[src/rtl/stream_pkg.sv]
// Shared stream types: arbiter FSM states and source encodings.
package stream_pkg;

  typedef enum logic [1:0] {
    IDLE   = 2'd0,
    LOCK_A = 2'd1,
    LOCK_B = 2'd2
  } rr_state_t;

  localparam logic SRC_A = 1'b0;
  localparam logic SRC_B = 1'b1;

endpackage

[src/rtl/mux.sv]
// 2:1 data select: sel = 0 passes in_a, sel = 1 passes in_b.
module MUX #(
  parameter int WIDTH = 8
) (
  input  logic [WIDTH-1:0] in_a,
  input  logic [WIDTH-1:0] in_b,
  input  logic             sel,
  output logic [WIDTH-1:0] out
);

  // Pure combinational select.
  always_comb begin
    out = sel ? in_b : in_a;
  end

endmodule

[src/rtl/rr_stream_mux.sv]
// Two-input round-robin, packet-aware stream mux with a registered output.
// Handshake: a beat moves on a port in any cycle where valid && ready are both
// high at the rising clock edge; valid never depends on ready, ready may depend
// on the input valids (only while arbitrating in IDLE).
module rr_stream_mux
  import stream_pkg::*;
#(
  parameter int WIDTH = 8
) (
  input  logic             clk,
  input  logic             rst_n,
  input  logic [WIDTH-1:0] a_data,
  input  logic             a_valid,
  input  logic             a_last,
  output logic             a_ready,
  input  logic [WIDTH-1:0] b_data,
  input  logic             b_valid,
  input  logic             b_last,
  output logic             b_ready,
  output logic [WIDTH-1:0] out_data,
  output logic             out_valid,
  output logic             out_last,
  input  logic             out_ready,
  output logic             out_src,
  output logic             sel,
  output rr_state_t        dbg_state
);

  rr_state_t        state, state_nxt;
  logic             rr_last, rr_last_nxt;
  logic             grant;
  logic             ld;
  logic             sel_valid;
  logic             sel_last;
  logic             accept;
  logic [WIDTH-1:0] mux_data;

  assign dbg_state = state;

  // Grant: locked source while inside a packet, otherwise round-robin on valids.
  always_comb begin
    grant = rr_last;
    case (state)
      IDLE: begin
        if (a_valid && !b_valid)      grant = SRC_A;
        else if (b_valid && !a_valid) grant = SRC_B;
        else if (a_valid && b_valid)  grant = !rr_last;
        else                          grant = rr_last;
      end
      LOCK_A:  grant = SRC_A;
      LOCK_B:  grant = SRC_B;
      default: grant = rr_last;
    endcase
  end

  // Handshake decode: output slot free or draining this cycle opens the load.
  always_comb begin
    ld        = !out_valid || out_ready;
    sel       = grant;
    a_ready   = rst_n && ld && (grant == SRC_A);
    b_ready   = rst_n && ld && (grant == SRC_B);
    sel_valid = (grant == SRC_B) ? b_valid : a_valid;
    sel_last  = (grant == SRC_B) ? b_last  : a_last;
    accept    = rst_n && ld && sel_valid;
  end

  MUX #(.WIDTH(WIDTH)) u_data_mux (
    .in_a (a_data),
    .in_b (b_data),
    .sel  (sel),
    .out  (mux_data)
  );

  // Next-state: only an accepted beat moves the FSM or the round-robin pointer.
  always_comb begin
    state_nxt   = state;
    rr_last_nxt = rr_last;
    case (state)
      IDLE: begin
        if (accept) begin
          rr_last_nxt = grant;
          if (!sel_last) state_nxt = (grant == SRC_B) ? LOCK_B : LOCK_A;
        end
      end
      LOCK_A, LOCK_B: begin
        if (accept && sel_last) state_nxt = IDLE;
      end
      default: state_nxt = IDLE;
    endcase
  end

  // FSM and round-robin pointer; reset leaves B as last served so A wins first.
  always_ff @(posedge clk) begin
    if (!rst_n) begin
      state   <= IDLE;
      rr_last <= SRC_B;
    end else begin
      state   <= state_nxt;
      rr_last <= rr_last_nxt;
    end
  end

  // Output register: load on accept, drop valid when drained with nothing new.
  always_ff @(posedge clk) begin
    if (!rst_n) begin
      out_valid <= 1'b0;
      out_data  <= '0;
      out_last  <= 1'b0;
      out_src   <= SRC_A;
    end else if (accept) begin
      out_valid <= 1'b1;
      out_data  <= mux_data;
      out_last  <= sel_last;
      out_src   <= grant;
    end else if (out_ready) begin
      out_valid <= 1'b0;
    end
  end

endmodule

[config.mk]
export PLATFORM = sky130hd
export DESIGN_NAME = rr_stream_mux
export DESIGN_NICKNAME = d
export VERILOG_FILES = /design/src/rtl/stream_pkg.sv /design/src/rtl/mux.sv /design/src/rtl/rr_stream_mux.sv
export SDC_FILE = /design/constraint.sdc
export NUM_CORES = 1
export LEC_CHECK = 0
export BUFFER_PORTS_ARGS = -buffer_cell sky130_fd_sc_hd__buf_2
export CORE_UTILIZATION = 32
export DETAILED_ROUTE_END_ITERATION = 10
export GPL_TIMING_DRIVEN = 0
export PLACE_DENSITY = 0.6
export SKIP_LAST_GASP = 1
export SLEW_MARGIN = 40
export SYNTH_ARGS = -nofsm -noshare
export SYNTH_HDL_FRONTEND = slang
export SYNTH_SLANG_ARGS = --single-unit
[constraint.sdc]
create_clock -name clk -period 2.01 [get_ports clk]
set_input_delay 0.3015 -clock clk [delete_from_list [all_inputs] [get_ports clk]]
set_output_delay 0.3015 -clock clk [all_outputs]
set_load 0.01 [all_outputs]
==> results of run 1 <==
==> worst min-delay path by stage <==
stage               startpoint            to  slack [ps]  cells after the start
global placement      out_last      out_last         480                      1
CTS                  b_data[2]   out_data[2]         370                      3
detailed placement    out_last      out_last         490                      1
global route            a_last  dbg_state[0]         380                      4
finish               a_data[4]   out_data[4]         370                      3
floorplan              rr_last       rr_last         520                      2
==> state kept, by name (all words and copies together), names as in the netlist <==
register	cells
rr_last	1
out_data	8
out_valid	1
dbg_state	2
out_last	1
out_src	1
==> worst max-delay path, cell delays in order (launching register included) <==
cell                      delay (ps)
sky130_fd_sc_hd__dfxtp_4         390
sky130_fd_sc_hd__inv_4            50
sky130_fd_sc_hd__ha_4            160
sky130_fd_sc_hd__and2b_1         160
sky130_fd_sc_hd__o21ai_2         150
sky130_fd_sc_hd__and2_4          220
sky130_fd_sc_hd__buf_8           130
sky130_fd_sc_hd__nor2_4           30
sky130_fd_sc_hd__buf_6           110
==> cells by family (layout without fill, tap and decap cells) <==
kind of cell             count (synthesis)  after routing  synth area share [%]
flip-flops                              14             14                  35.4
buffers and inverters                   10             64                  5.84
AO/OA/AOI/OAI                           24             24                  27.0
AND/OR/NAND/NOR                         37             37                  25.8
adder cells (fa/ha/maj)                  3              3                  4.74
multiplexers                             1              1                  1.26
==> routing by layer <==
metal	up-vias	share of wire, %	global-route usage, %
met2	40	48	31.0
met3	6	5.9	4.09
met4	0	1.6	8.56
met1	435	45	22.1
li1	448	-	-
met5	-	0	0
==> metrics by stage <==
stage / power [uW] / TNS, ps / util, % / hold slack [ps] / std cells
2_1_floorplan: 503 / 0 / - / 520 / 89
5_1_grt: 963 / -52.5 / 53.5 / 382 / 171
3_3_place_gp: 597 / -884 / 44.5 / 482 / 154
6_report: 915 / 0 / 53.5 / 366 / 171
3_5_place_dp: 601 / -1120 / 44.5 / 489 / 154
4_1_cts: 827 / -15.8 / 47.9 / 369 / 160
==> layout make-up <==
| cell class | instances | area, sq um | area share, % |
|---|---|---|---|
| inverter | 6 | 35.0 | 2.88 |
| tap | 28 | 35.0 | 2.88 |
| multi-input combinational | 65 | 507 | 41.6 |
| timing repair buffer | 51 | 294 | 24.2 |
| buffer | 3 | 22.5 | 1.85 |
| sequential | 14 | 288 | 23.6 |
| clock buffer | 4 | 36.3 | 2.98 |
==> Yosys cell counts (2+ instances only) <==
master / count / area (sq um)
sky130_fd_sc_hd__or3_1: 16 / 100
sky130_fd_sc_hd__dfxtp_1: 14 / 280
sky130_fd_sc_hd__o2111a_1: 8 / 90.1
sky130_fd_sc_hd__nor2_1: 6 / 22.5
sky130_fd_sc_hd__inv_1: 5 / 18.8
sky130_fd_sc_hd__nand3_1: 5 / 25.0
sky130_fd_sc_hd__a21oi_1: 4 / 20.0
sky130_fd_sc_hd__nand2_1: 4 / 15.0
sky130_fd_sc_hd__ha_1: 3 / 37.5
sky130_fd_sc_hd__a311o_1: 2 / 20.0
sky130_fd_sc_hd__and3_1: 2 / 12.5
sky130_fd_sc_hd__clkbuf_1: 2 / 7.51
sky130_fd_sc_hd__o211ai_1: 2 / 15.0
==> power by group through the flow <==
stage / Combinational, uW / Clock (uW) / Sequential [uW]
5_1_grt: 400 / 224 / 339
6_report: 371 / 209 / 335
2_1_floorplan: 153 / 0 / 351
3_3_place_gp: 262 / 0 / 335
4_1_cts: 284 / 210 / 333
3_5_place_dp: 264 / 0 / 337
==> timing repair <==
action	in CTS	in global routing
endpoints found under the setup margin	13	9
buffers inserted	3	11
resized for setup	11	13
pin swaps	2	5
==> layout by cell type, fill, tap and decap left out, types with 4 or more instances in the layout <==
cell,n
sky130_fd_sc_hd__a21oi_1,4
sky130_fd_sc_hd__buf_2,36
sky130_fd_sc_hd__buf_4,13
sky130_fd_sc_hd__dfxtp_1,12
sky130_fd_sc_hd__nand2_1,4
sky130_fd_sc_hd__nand3_1,5
sky130_fd_sc_hd__nor2_1,4
sky130_fd_sc_hd__o2111a_1,8
sky130_fd_sc_hd__or3_1,16
==> flow_summary.html, run 1 <==
<table>
<tr><th>Metric</th><th>Value</th></tr>
<tr><th colspan="2">Die</th></tr>
<tr><td>Core area</td><td>2280 sq um</td></tr>
<tr><td>Total die area</td><td>2680 sq um</td></tr>
<tr><td>Die height</td><td>51.8 um</td></tr>
<tr><td>Initial Utilization</td><td>34.8%</td></tr>
<tr><td>Cell row count</td><td>17</td></tr>
<tr><td>Boundary Pins</td><td>39</td></tr>
<tr><td>X dimension of the die</td><td>51.8 um</td></tr>
<tr><th colspan="2">Synth</th></tr>
<tr><td>EDFF count, synth</td><td>0</td></tr>
<tr><td>Commonest register cell after synthesis</td><td>sky130_fd_sc_hd__dfxtp_1</td></tr>
<tr><td>Yosys cell types</td><td>29</td></tr>
<tr><td>Average size of a mapped cell</td><td>8.90 sq um</td></tr>
<tr><td>Async S/R FF share, synth</td><td>0%</td></tr>
<tr><td>Warning count from the yosys run</td><td>0</td></tr>
<tr><td>Register bit total from synthesis</td><td>14</td></tr>
<tr><td>Net Count, Synth</td><td>115</td></tr>
<tr><td>Synthesized area</td><td>792 sq um</td></tr>
<tr><td>Number of instances in the synthesized netlist</td><td>89</td></tr>
<tr><td>Sequential element share of the synthesized area</td><td>35.4%</td></tr>
<tr><th colspan="2">Drt</th></tr>
<tr><td>Pre-Repair DR Iteration Count</td><td>5</td></tr>
<tr><td>DRC marker count from the first detailed-route iteration</td><td>18</td></tr>
<tr><td>WL final</td><td>2450 um</td></tr>
<tr><td>Antenna-violating nets left</td><td>0</td></tr>
<tr><td>Number of vias after detailed routing</td><td>929</td></tr>
<tr><td>DRC violation count after routing</td><td>0</td></tr>
<tr><td>Via density</td><td>5.43</td></tr>
<tr><td>WL/cell</td><td>14.3 um</td></tr>
<tr><th colspan="2">Setup path</th></tr>
<tr><td>Setup crit end</td><td>b_ready</td></tr>
<tr><td>Required time at the endpoint of the critical path</td><td>1710 ps</td></tr>
<tr><td>Data arrival time of the worst path</td><td>1690 ps</td></tr>
<tr><td>Crit. End Element</td><td>output pin</td></tr>
<tr><td>Slack of the worst reg-to-reg path</td><td>80 ps</td></tr>
<tr><td>R2r startpoint</td><td>dbg_state[0]</td></tr>
<tr><td>Endpoint of the worst register-to-register path</td><td>out_data[3]</td></tr>
<tr><td>Element type at the critical path start</td><td>flip-flop</td></tr>
<tr><td>Setup CP Type</td><td>reg -&gt; out</td></tr>
<tr><td>Worst-path maximum fanout</td><td>6</td></tr>
<tr><td>Source of the critical timing path</td><td>dbg_state[0]</td></tr>
<tr><td>R2R cell count</td><td>9</td></tr>
<tr><th colspan="2">Placed design</th></tr>
<tr><td>Dpl ws</td><td>-122 ps</td></tr>
<tr><td>Number of I/O port buffers</td><td>37</td></tr>
<tr><td>Post-detail-place hpwl</td><td>1550 um</td></tr>
<tr><td>Post-detailed-placement cell area</td><td>1010 sq um</td></tr>
<tr><td>RePlAce Congestion</td><td>0.826</td></tr>
<tr><th colspan="2">Global route</th></tr>
<tr><td>Number of antenna violations at the first check in global routing</td><td>0</td></tr>
<tr><td>Global-route wire length before repair</td><td>3650 um</td></tr>
<tr><td>Pin count of the biggest net entering global routing</td><td>15</td></tr>
<tr><td>Aggregate global routing overflow</td><td>0</td></tr>
<tr><td>Total GRT Usage</td><td>18.4%</td></tr>
<tr><td>Number of global-route vias before repair</td><td>811</td></tr>
<tr><th colspan="2">STA</th></tr>
<tr><td>Tcrit/Tclk final</td><td>99.3%</td></tr>
<tr><td>Worst slew pin tran</td><td>509 ps</td></tr>
<tr><td>Number of endpoints with negative hold slack in the final report</td><td>0</td></tr>
<tr><td>Max transition margin</td><td>66.1%</td></tr>
<tr><td>Final-report max-slew violation count</td><td>0</td></tr>
<tr><td>Worst-case clock skew</td><td>2.31 ps</td></tr>
<tr><td>Crit path time final</td><td>2000 ps</td></tr>
<tr><td>Fmax</td><td>501 MHz</td></tr>
<tr><td>Unrepaired setup endpoints after global routing</td><td>yes</td></tr>
<tr><td>Setup Viol. Count Final</td><td>0</td></tr>
<tr><td>Worst Slack Setup Final</td><td>13.5 ps</td></tr>
<tr><th colspan="2">Power and ir drop</th></tr>
<tr><td>Static power due to leakage</td><td>0.000555 uW</td></tr>
<tr><td>Relative contribution of combinational cells to total power</td><td>40.6%</td></tr>
<tr><td>Share of power burned in the clock network</td><td>22.9%</td></tr>
<tr><td>PwrDens</td><td>752 nW/um^2</td></tr>
<tr><td>Share of power burned in registers</td><td>36.6%</td></tr>
<tr><td>Internal power consumption</td><td>610 uW</td></tr>
<tr><td>Reported net switching power</td><td>305 uW</td></tr>
<tr><td>Net Sw Frac</td><td>33.3%</td></tr>
<tr><td>Worst ir drop on vdd</td><td>0.000456 V</td></tr>
<tr><th colspan="2">Clock network</th></tr>
<tr><td>Clock Path Buffers</td><td>2</td></tr>
<tr><td>Clk sink count</td><td>14</td></tr>
<tr><td>Clock tree from TritonCTS</td><td>yes</td></tr>
<tr><td>Hold buffer count at cts</td><td>0</td></tr>
<tr><td>Htree depth</td><td>1</td></tr>
<tr><td>Clock-pin slew reported for the worst setup and hold paths after clock tree synthesis</td><td>90 ps</td></tr>
<tr><td>Clock latency reported for the late side of the worst-skew pair</td><td>280 ps</td></tr>
<tr><td>Total clock buffers created by CTS</td><td>3</td></tr>
<tr><td>Root buf cell</td><td>sky130_fd_sc_hd__clkbuf_4</td></tr>
<tr><th colspan="2">Worst hold path</th></tr>
<tr><td>Worst hold path type</td><td>in -&gt; reg</td></tr>
<tr><th colspan="2">Run</th></tr>
<tr><td>Maximum Capacitance Violations</td><td>0</td></tr>
<tr><th colspan="2">Layout</th></tr>
<tr><td>Fraction of final layout cells with drive strength greater than 1</td><td>49.0%</td></tr>
<tr><td>Synth-to-Final Area Change</td><td>53.7%</td></tr>
<tr><td>Final Instance Area</td><td>1220 sq um</td></tr>
<tr><td>Number of nets in the layout</td><td>170</td></tr>
<tr><td>FILL cells</td><td>211</td></tr>
<tr><td>Ant diodes</td><td>0</td></tr>
<tr><th colspan="2">Outcome</th></tr>
<tr><td>Result of the run</td><td>complete, no violations</td></tr>
</table>
Note: power is estimated with default switching activity, not from simulation.
==> run 2: changes to the inputs <==
--- a/config.mk
+++ b/config.mk
@@ -9,6 +9,7 @@
 export CORE_UTILIZATION = 32
 export DETAILED_ROUTE_END_ITERATION = 10
 export GPL_TIMING_DRIVEN = 0
+export MAX_ROUTING_LAYER = met4
 export PLACE_DENSITY = 0.6
 export SKIP_LAST_GASP = 1
 export SLEW_MARGIN = 40
==> run 2 against run 1 <==
Compared with the run above: sequential power is essentially flat; hold slack got worse by 4.8 ps; count of clock-buffer cells in the layout stayed put; clock skew decreased by 1.6 ps; global-route usage grew 0.49 points; utilization is the same; cell area did not move; register-to-register slack about the same; critical path depth is the same; critical path type unchanged; critical endpoint unchanged.
==> flow_summary.html, run 2 (synthesized netlist as in run 1, its figures left out) <==
<table>
<tr><th>Metric</th><th>Value</th></tr>
<tr><th colspan="2">Clock network</th></tr>
<tr><td>Htree depth</td><td>1</td></tr>
<tr><td>Hold buffer count at cts</td><td>0</td></tr>
<tr><td>Clock latency reported for the late side of the worst-skew pair</td><td>280 ps</td></tr>
<tr><td>Root buf cell</td><td>sky130_fd_sc_hd__clkbuf_4</td></tr>
<tr><td>Clk sink count</td><td>14</td></tr>
<tr><td>Clock tree from TritonCTS</td><td>yes</td></tr>
<tr><td>Clock Path Buffers</td><td>2</td></tr>
<tr><td>Total clock buffers created by CTS</td><td>3</td></tr>
<tr><td>Clock-pin slew reported for the worst setup and hold paths after clock tree synthesis</td><td>90 ps</td></tr>
<tr><th colspan="2">Placed design</th></tr>
<tr><td>Post-detail-place hpwl</td><td>1550 um</td></tr>
<tr><td>Number of I/O port buffers</td><td>37</td></tr>
<tr><td>Post-detailed-placement cell area</td><td>1010 sq um</td></tr>
<tr><td>RePlAce Congestion</td><td>0.838</td></tr>
<tr><th colspan="2">Drt</th></tr>
<tr><td>Pre-Repair DR Iteration Count</td><td>4</td></tr>
<tr><td>Number of vias after detailed routing</td><td>915</td></tr>
<tr><td>WL/cell</td><td>14.4 um</td></tr>
<tr><td>DRC marker count from the first detailed-route iteration</td><td>24</td></tr>
<tr><td>Antenna-violating nets left</td><td>0</td></tr>
<tr><td>DRC violation count after routing</td><td>0</td></tr>
<tr><td>Via density</td><td>5.35</td></tr>
<tr><td>WL final</td><td>2460 um</td></tr>
<tr><th colspan="2">Global route</th></tr>
<tr><td>Number of antenna violations at the first check in global routing</td><td>0</td></tr>
<tr><td>Aggregate global routing overflow</td><td>0</td></tr>
<tr><td>Pin count of the biggest net entering global routing</td><td>15</td></tr>
<tr><td>Number of global-route vias before repair</td><td>811</td></tr>
<tr><td>Global-route wire length before repair</td><td>3650 um</td></tr>
<tr><td>Total GRT Usage</td><td>18.9%</td></tr>
<tr><th colspan="2">Layout</th></tr>
<tr><td>Synth-to-Final Area Change</td><td>53.7%</td></tr>
<tr><td>Commonest non-fill, non-tap cells in the layout</td><td>sky130_fd_sc_hd__buf_2 (36), sky130_fd_sc_hd__or3_1 (16), sky130_fd_sc_hd__buf_4 (13)</td></tr>
<tr><td>Leading cell type in the layout, fill and taps excluded</td><td>sky130_fd_sc_hd__buf_2</td></tr>
<tr><td>Number of nets in the layout</td><td>170</td></tr>
<tr><td>Final Instance Area</td><td>1220 sq um</td></tr>
<tr><td>Max FFs per register</td><td>8</td></tr>
<tr><td>FILL cells</td><td>211</td></tr>
<tr><td>Ant diodes</td><td>0</td></tr>
<tr><td>Most flops, register</td><td>out_data</td></tr>
<tr><td>Final core area utilization</td><td>53.5%</td></tr>
<tr><td>Fraction of final layout cells with drive strength greater than 1</td><td>49.0%</td></tr>
<tr><th colspan="2">Die</th></tr>
<tr><td>Total die area</td><td>2680 sq um</td></tr>
<tr><td>Boundary Pins</td><td>39</td></tr>
<tr><td>Initial Utilization</td><td>34.8%</td></tr>
<tr><td>X dimension of the die</td><td>51.8 um</td></tr>
<tr><td>Die height</td><td>51.8 um</td></tr>
<tr><td>Cell row count</td><td>17</td></tr>
<tr><td>Core area</td><td>2280 sq um</td></tr>
<tr><th colspan="2">Power and ir drop</th></tr>
<tr><td>Worst ir drop on vdd</td><td>0.000465 V</td></tr>
<tr><td>PwrDens</td><td>755 nW/um^2</td></tr>
<tr><td>Total power consumption of the routed design</td><td>919 uW</td></tr>
<tr><td>Static power due to leakage</td><td>0.000555 uW</td></tr>
<tr><th colspan="2">STA</th></tr>
<tr><td>Final-report max-slew violation count</td><td>0</td></tr>
<tr><td>Final sum of negative setup slack</td><td>0 ps</td></tr>
<tr><td>Unrepaired setup endpoints after global routing</td><td>yes</td></tr>
<tr><td>Crit path time final</td><td>2000 ps</td></tr>
<tr><td>Fmax</td><td>500 MHz</td></tr>
<tr><td>Final hold slack</td><td>361 ps</td></tr>
<tr><td>Worst-case clock skew</td><td>0.737 ps</td></tr>
<tr><td>Tcrit/Tclk final</td><td>99.5%</td></tr>
<tr><td>Max transition margin</td><td>65.6%</td></tr>
<tr><td>Number of endpoints with negative hold slack in the final report</td><td>0</td></tr>
<tr><td>Setup Viol. Count Final</td><td>0</td></tr>
<tr><td>Worst slew pin tran</td><td>515 ps</td></tr>
<tr><th colspan="2">Run</th></tr>
<tr><td>Maximum Capacitance Violations</td><td>0</td></tr>
<tr><th colspan="2">Setup path</th></tr>
<tr><td>Standard cell with the maximum stage delay on the critical path</td><td>sky130_fd_sc_hd__dfxtp_4</td></tr>
<tr><td>Element type at the critical path start</td><td>flip-flop</td></tr>
<tr><td>Series of cell instances along the critical path</td><td>inv_4 &gt; ha_4 &gt; and2b_1 &gt; o21ai_2 &gt; and2_4 &gt; buf_8 &gt; nor2_4 &gt; buf_6</td></tr>
<tr><td>Data arrival time of the worst path</td><td>1700 ps</td></tr>
<tr><td>Crit. End Element</td><td>output pin</td></tr>
<tr><td>Setup CP Type</td><td>reg -&gt; out</td></tr>
<tr><td>Maximum cell stage delay along the critical path</td><td>390 ps</td></tr>
<tr><td>Worst-path maximum fanout</td><td>6</td></tr>
<tr><td>Required time at the endpoint of the critical path</td><td>1710 ps</td></tr>
<tr><th colspan="2">Worst hold path</th></tr>
<tr><td>Worst hold path type</td><td>in -&gt; reg</td></tr>
<tr><th colspan="2">Outcome</th></tr>
<tr><td>Result of the run</td><td>complete, no violations</td></tr>
</table>
-- run 2: cell counts in the layout (fill, tap and decap cells not counted) --
Identical to the previous run, type by type.
-- run 2: routing by layer --
metal,vias to the layer above,routed length [um],GRT usage [%]
met2,34,1170,31.0
met3,6,123,3.80
met5,-,0,-
li1,446,-,-
met4,0,49,8.56
met1,429,1120,22.3
-- run 2: worst paths after layout --
check,depth (start not counted),slack (ps),startpoint,end
max,8,10,dbg_state[0],b_ready
min,3,360,a_data[4],out_data[4]
max reg2reg,9,80,dbg_state[0],out_data[3]
min reg2reg,1,510,out_last,out_last
-- run 2: final cells by class --
cell class / count / area, sq um / share of cell area (%)
Multi-Input combinational cell: 65 / 507 / 41.6
Inverter: 6 / 35.0 / 2.88
Clock buffer: 4 / 36.3 / 2.98
Tap cell: 28 / 35.0 / 2.88
Sequential cell: 14 / 288 / 23.6
Buffer: 3 / 22.5 / 1.85
Timing Repair Buffer: 51 / 294 / 24.2
-- run 2: power by group --
| group | leakage (uW) | total [uW] | switching [uW] | internal, uW |
|---|---|---|---|---|
| registers | 0.000117 | 334 | 23.0 | 311 |
| clock network | 0.0000210 | 213 | 103 | 110 |
| logic | 0.000417 | 371 | 183 | 189 |
| total | 0.000555 | 919 | 309 | 610 |
-- run 2: stage by stage --
stage	cells	worst slack (ps)
after floorplan	89	21.9
after global placement	154	-97.3
after detailed placement	154	-122
after CTS	160	-15.8
after global routing	171	-28.9
final	171	10.0
-- run 2: critical path: cells and delay by family (launching register included) --
| kind | cells | cell delay, ps |
|---|---|---|
| DFF | 1 | 390 |
| adders and majority gates | 1 | 160 |
| buffers and inverters | 3 | 290 |
| AOI/OAI and AO/OA | 1 | 150 |
| and+or+nand+nor | 3 | 410 |
-- run 2: repair_timing --
item	in CTS	in global routing
setup buffers	3	11
endpoints found under the setup margin	13	9
gates resized for setup	11	13
pin swaps	2	5
==> run 3: changes to the inputs <==
--- a/config.mk
+++ b/config.mk
@@ -10,9 +10,9 @@
 export DETAILED_ROUTE_END_ITERATION = 10
 export GPL_TIMING_DRIVEN = 0
 export MAX_ROUTING_LAYER = met4
-export PLACE_DENSITY = 0.6
+export PLACE_DENSITY = 0.58
 export SKIP_LAST_GASP = 1
-export SLEW_MARGIN = 40
+export SLEW_MARGIN = 20
 export SYNTH_ARGS = -nofsm -noshare
 export SYNTH_HDL_FRONTEND = slang
 export SYNTH_SLANG_ARGS = --single-unit
==> constraint.sdc (replaced) <==
create_clock -name clk -period 2.6 [get_ports clk]
set_input_delay 0.39 -clock clk [delete_from_list [all_inputs] [get_ports clk]]
set_output_delay 0.39 -clock clk [all_outputs]
set_load 0.01 [all_outputs]
==> run 3 against run 2 <==
Compared with the run above: via count down 9.0%; hold slack better by 99 ps; first-iteration DRC count down 46%; count of clock-buffer cells in the layout unchanged; sequential share of layout area up 3.1 points; clock power down 28%; cell area down 14%; critical path depth unchanged; non-clock buffer count down 13; routed wire length down 16%; total power down 33%; final cell count down 7.6%; critical path type unchanged; critical endpoint unchanged; highest routed layer unchanged.
==> flow_summary.html, run 3 (synthesized netlist as in run 1, its figures left out) <==
<table>
<tr><th>Metric</th><th>Value</th></tr>
<tr><th colspan="2">Global route</th></tr>
<tr><td>Number of global-route vias before repair</td><td>836</td></tr>
<tr><td>Most Used Layer, Global Route</td><td>met2</td></tr>
<tr><td>Number of antenna violations at the first check in global routing</td><td>0</td></tr>
<tr><td>Global-route wire length before repair</td><td>3490 um</td></tr>
<tr><td>Global Route met1 Usage</td><td>19.9%</td></tr>
<tr><td>Pin count of the biggest net entering global routing</td><td>11</td></tr>
<tr><td>Aggregate global routing overflow</td><td>0</td></tr>
<tr><td>Met3 track demand over resource</td><td>6.14%</td></tr>
<tr><td>Grt met2 use</td><td>31.6%</td></tr>
<tr><td>Total GRT Usage</td><td>18.1%</td></tr>
<tr><th colspan="2">Die</th></tr>
<tr><td>Cell row count</td><td>17</td></tr>
<tr><td>Total die area</td><td>2680 sq um</td></tr>
<tr><td>Boundary Pins</td><td>39</td></tr>
<tr><td>X dimension of the die</td><td>51.8 um</td></tr>
<tr><td>Initial Utilization</td><td>34.8%</td></tr>
<tr><td>Die height</td><td>51.8 um</td></tr>
<tr><td>Core area</td><td>2280 sq um</td></tr>
<tr><th colspan="2">STA</th></tr>
<tr><td>Crit path time final</td><td>2430 ps</td></tr>
<tr><td>Unrepaired setup endpoints after global routing</td><td>no</td></tr>
<tr><td>Final sum of negative setup slack</td><td>0 ps</td></tr>
<tr><td>Worst slew pin tran</td><td>478 ps</td></tr>
<tr><td>Max transition margin</td><td>68.2%</td></tr>
<tr><td>Setup Viol. Count Final</td><td>0</td></tr>
<tr><td>Worst-case clock skew</td><td>4.57 ps</td></tr>
<tr><td>Fmax</td><td>412 MHz</td></tr>
<tr><td>Number of endpoints with negative hold slack in the final report</td><td>0</td></tr>
<tr><td>Final-report max-slew violation count</td><td>0</td></tr>
<tr><td>Tcrit/Tclk final</td><td>93.3%</td></tr>
<tr><th colspan="2">Layout</th></tr>
<tr><td>Synth-to-Final Area Change</td><td>32.4%</td></tr>
<tr><td>Commonest non-fill, non-tap cells in the layout</td><td>sky130_fd_sc_hd__buf_2 (38), sky130_fd_sc_hd__or3_1 (16), sky130_fd_sc_hd__dfxtp_1 (14)</td></tr>
<tr><td>Ant diodes</td><td>0</td></tr>
<tr><td>Fraction of final layout cells with drive strength greater than 1</td><td>36.2%</td></tr>
<tr><td>FILL cells</td><td>242</td></tr>
<tr><td>Max FFs per register</td><td>8</td></tr>
<tr><td>Most flops, register</td><td>out_data</td></tr>
<tr><td>Leading cell type in the layout, fill and taps excluded</td><td>sky130_fd_sc_hd__buf_2</td></tr>
<tr><td>Number of nets in the layout</td><td>157</td></tr>
<tr><th colspan="2">Power and ir drop</th></tr>
<tr><td>Total power consumption of the routed design</td><td>613 uW</td></tr>
<tr><td>Static power due to leakage</td><td>0.000487 uW</td></tr>
<tr><td>PwrDens</td><td>585 nW/um^2</td></tr>
<tr><td>Worst ir drop on vdd</td><td>0.000464 V</td></tr>
<tr><th colspan="2">Clock network</th></tr>
<tr><td>Post-cts sizing count</td><td>0</td></tr>
<tr><td>Clk sink count</td><td>14</td></tr>
<tr><td>Hold buffer count at cts</td><td>0</td></tr>
<tr><td>Clock Path Buffers</td><td>2</td></tr>
<tr><td>Clock-pin slew reported for the worst setup and hold paths after clock tree synthesis</td><td>90 ps</td></tr>
<tr><td>Root buf cell</td><td>sky130_fd_sc_hd__clkbuf_4</td></tr>
<tr><td>Post-CTS setup repair buffer count</td><td>0</td></tr>
<tr><td>Htree depth</td><td>1</td></tr>
<tr><td>Total clock buffers created by CTS</td><td>3</td></tr>
<tr><td>Clock tree from TritonCTS</td><td>yes</td></tr>
<tr><td>Clock latency reported for the late side of the worst-skew pair</td><td>270 ps</td></tr>
<tr><th colspan="2">Setup path</th></tr>
<tr><td>Slack of the worst reg-to-reg path</td><td>480 ps</td></tr>
<tr><td>Element type at the critical path start</td><td>flip-flop</td></tr>
<tr><td>Cell family contributing the most delay on the critical path</td><td>simple AND/OR/NAND/NOR gates</td></tr>
<tr><td>Crit. End Element</td><td>output pin</td></tr>
<tr><td>R2r startpoint</td><td>dbg_state[1]</td></tr>
<tr><td>Maximum cell stage delay along the critical path</td><td>380 ps</td></tr>
<tr><td>Setup CP Type</td><td>reg -&gt; out</td></tr>
<tr><td>Worst-path maximum fanout</td><td>10</td></tr>
<tr><td>Required time at the endpoint of the critical path</td><td>2210 ps</td></tr>
<tr><td>Cell repeated most along the worst path</td><td>sky130_fd_sc_hd__buf_2</td></tr>
<tr><td>Worst path buffer plus inverter count</td><td>3</td></tr>
<tr><td>Data arrival time of the worst path</td><td>2040 ps</td></tr>
<tr><td>Endpoint of the worst register-to-register path</td><td>out_data[5]</td></tr>
<tr><td>Standard cell with the maximum stage delay on the critical path</td><td>sky130_fd_sc_hd__dfxtp_1</td></tr>
<tr><td>R2R cell count</td><td>8</td></tr>
<tr><td>Series of cell instances along the critical path</td><td>inv_1 &gt; ha_1 &gt; and2b_1 &gt; o21ai_1 &gt; and2_4 &gt; buf_2 &gt; nor2_1 &gt; buf_2</td></tr>
<tr><th colspan="2">Worst hold path</th></tr>
<tr><td>Start point of the worst hold path</td><td>b_data[1]</td></tr>
<tr><td>Worst hold endpoint</td><td>out_data[1]</td></tr>
<tr><td>Worst hold path type</td><td>in -&gt; reg</td></tr>
<tr><td>Cell count of the worst hold path</td><td>3</td></tr>
<tr><th colspan="2">Drt</th></tr>
<tr><td>DRC marker count from the first detailed-route iteration</td><td>13</td></tr>
<tr><td>DRC violation count after routing</td><td>0</td></tr>
<tr><td>WL/cell</td><td>13.1 um</td></tr>
<tr><td>Number of vias after detailed routing</td><td>833</td></tr>
<tr><td>Via density</td><td>5.27</td></tr>
<tr><td>Antenna-violating nets left</td><td>0</td></tr>
<tr><td>Pre-Repair DR Iteration Count</td><td>4</td></tr>
<tr><td>WL final</td><td>2070 um</td></tr>
<tr><th colspan="2">Placed design</th></tr>
<tr><td>RePlAce Congestion</td><td>0.784</td></tr>
<tr><td>Number of I/O port buffers</td><td>37</td></tr>
<tr><td>Post-detail-place hpwl</td><td>1580 um</td></tr>
<tr><th colspan="2">Outcome</th></tr>
<tr><td>Result of the run</td><td>complete, no violations</td></tr>
<tr><th colspan="2">Run</th></tr>
<tr><td>Maximum Capacitance Violations</td><td>0</td></tr>
</table>
-- run 3: final cells by class --
| class | count | area, sq um | share of cell area, % |
|---|---|---|---|
| multi-input combinational | 65 | 465 | 44.4 |
| sequential | 14 | 280 | 26.7 |
| timing repair buffer | 37 | 185 | 17.7 |
| clock buffer | 4 | 36.3 | 3.46 |
| tap | 28 | 35.0 | 3.34 |
| buffer | 4 | 23.8 | 2.27 |
| inverter | 6 | 22.5 | 2.15 |
-- run 3: worst max-delay path by stage --
stage	start	to	slack, ps	cells past startpoint
after floorplan	dbg_state[0]	out_data[2]	610	9
after global placement	dbg_state[0]	b_ready	510	8
after detailed placement	dbg_state[0]	b_ready	480	8
after CTS	dbg_state[0]	b_ready	150	8
after global routing	dbg_state[0]	b_ready	8	8
final	dbg_state[1]	b_ready	170	8
-- run 3: worst min-delay path, cell delays in order --
cell                       delay, ps
sky130_fd_sc_hd__buf_2            70
sky130_fd_sc_hd__or3_1            90
sky130_fd_sc_hd__o2111a_1        160
-- run 3: per-stage QoR --
step	instance area [sq um]	util [%]	hold slack [ps]	setup slack, ps	std cells
finish	1050	46.1	460	174	158
global route	1050	46.1	449	7.53	158
CTS	1050	46.1	449	154	158
detailed placement	1010	44.5	485	477	154
global placement	1010	44.5	478	505	154
floorplan	792	-	520	612	89
-- run 3: power by group --
part           total, uW  switching (uW)  leakage [uW]  internal (uW)
Sequential           254            13.7      0.000115            241
Combinational        204             115      0.000351           89.6
Clock                154            68.9     0.0000210           85.1
Total                613             197      0.000487            415
-- run 3: layer usage --
| metal | routed length, um | share of wire (%) |
|---|---|---|
| met3 | 84 | 4.1 |
| met2 | 1020 | 49 |
| met1 | 944 | 46 |
| met5 | 0 | 0 |
| met4 | 20 | 0.97 |
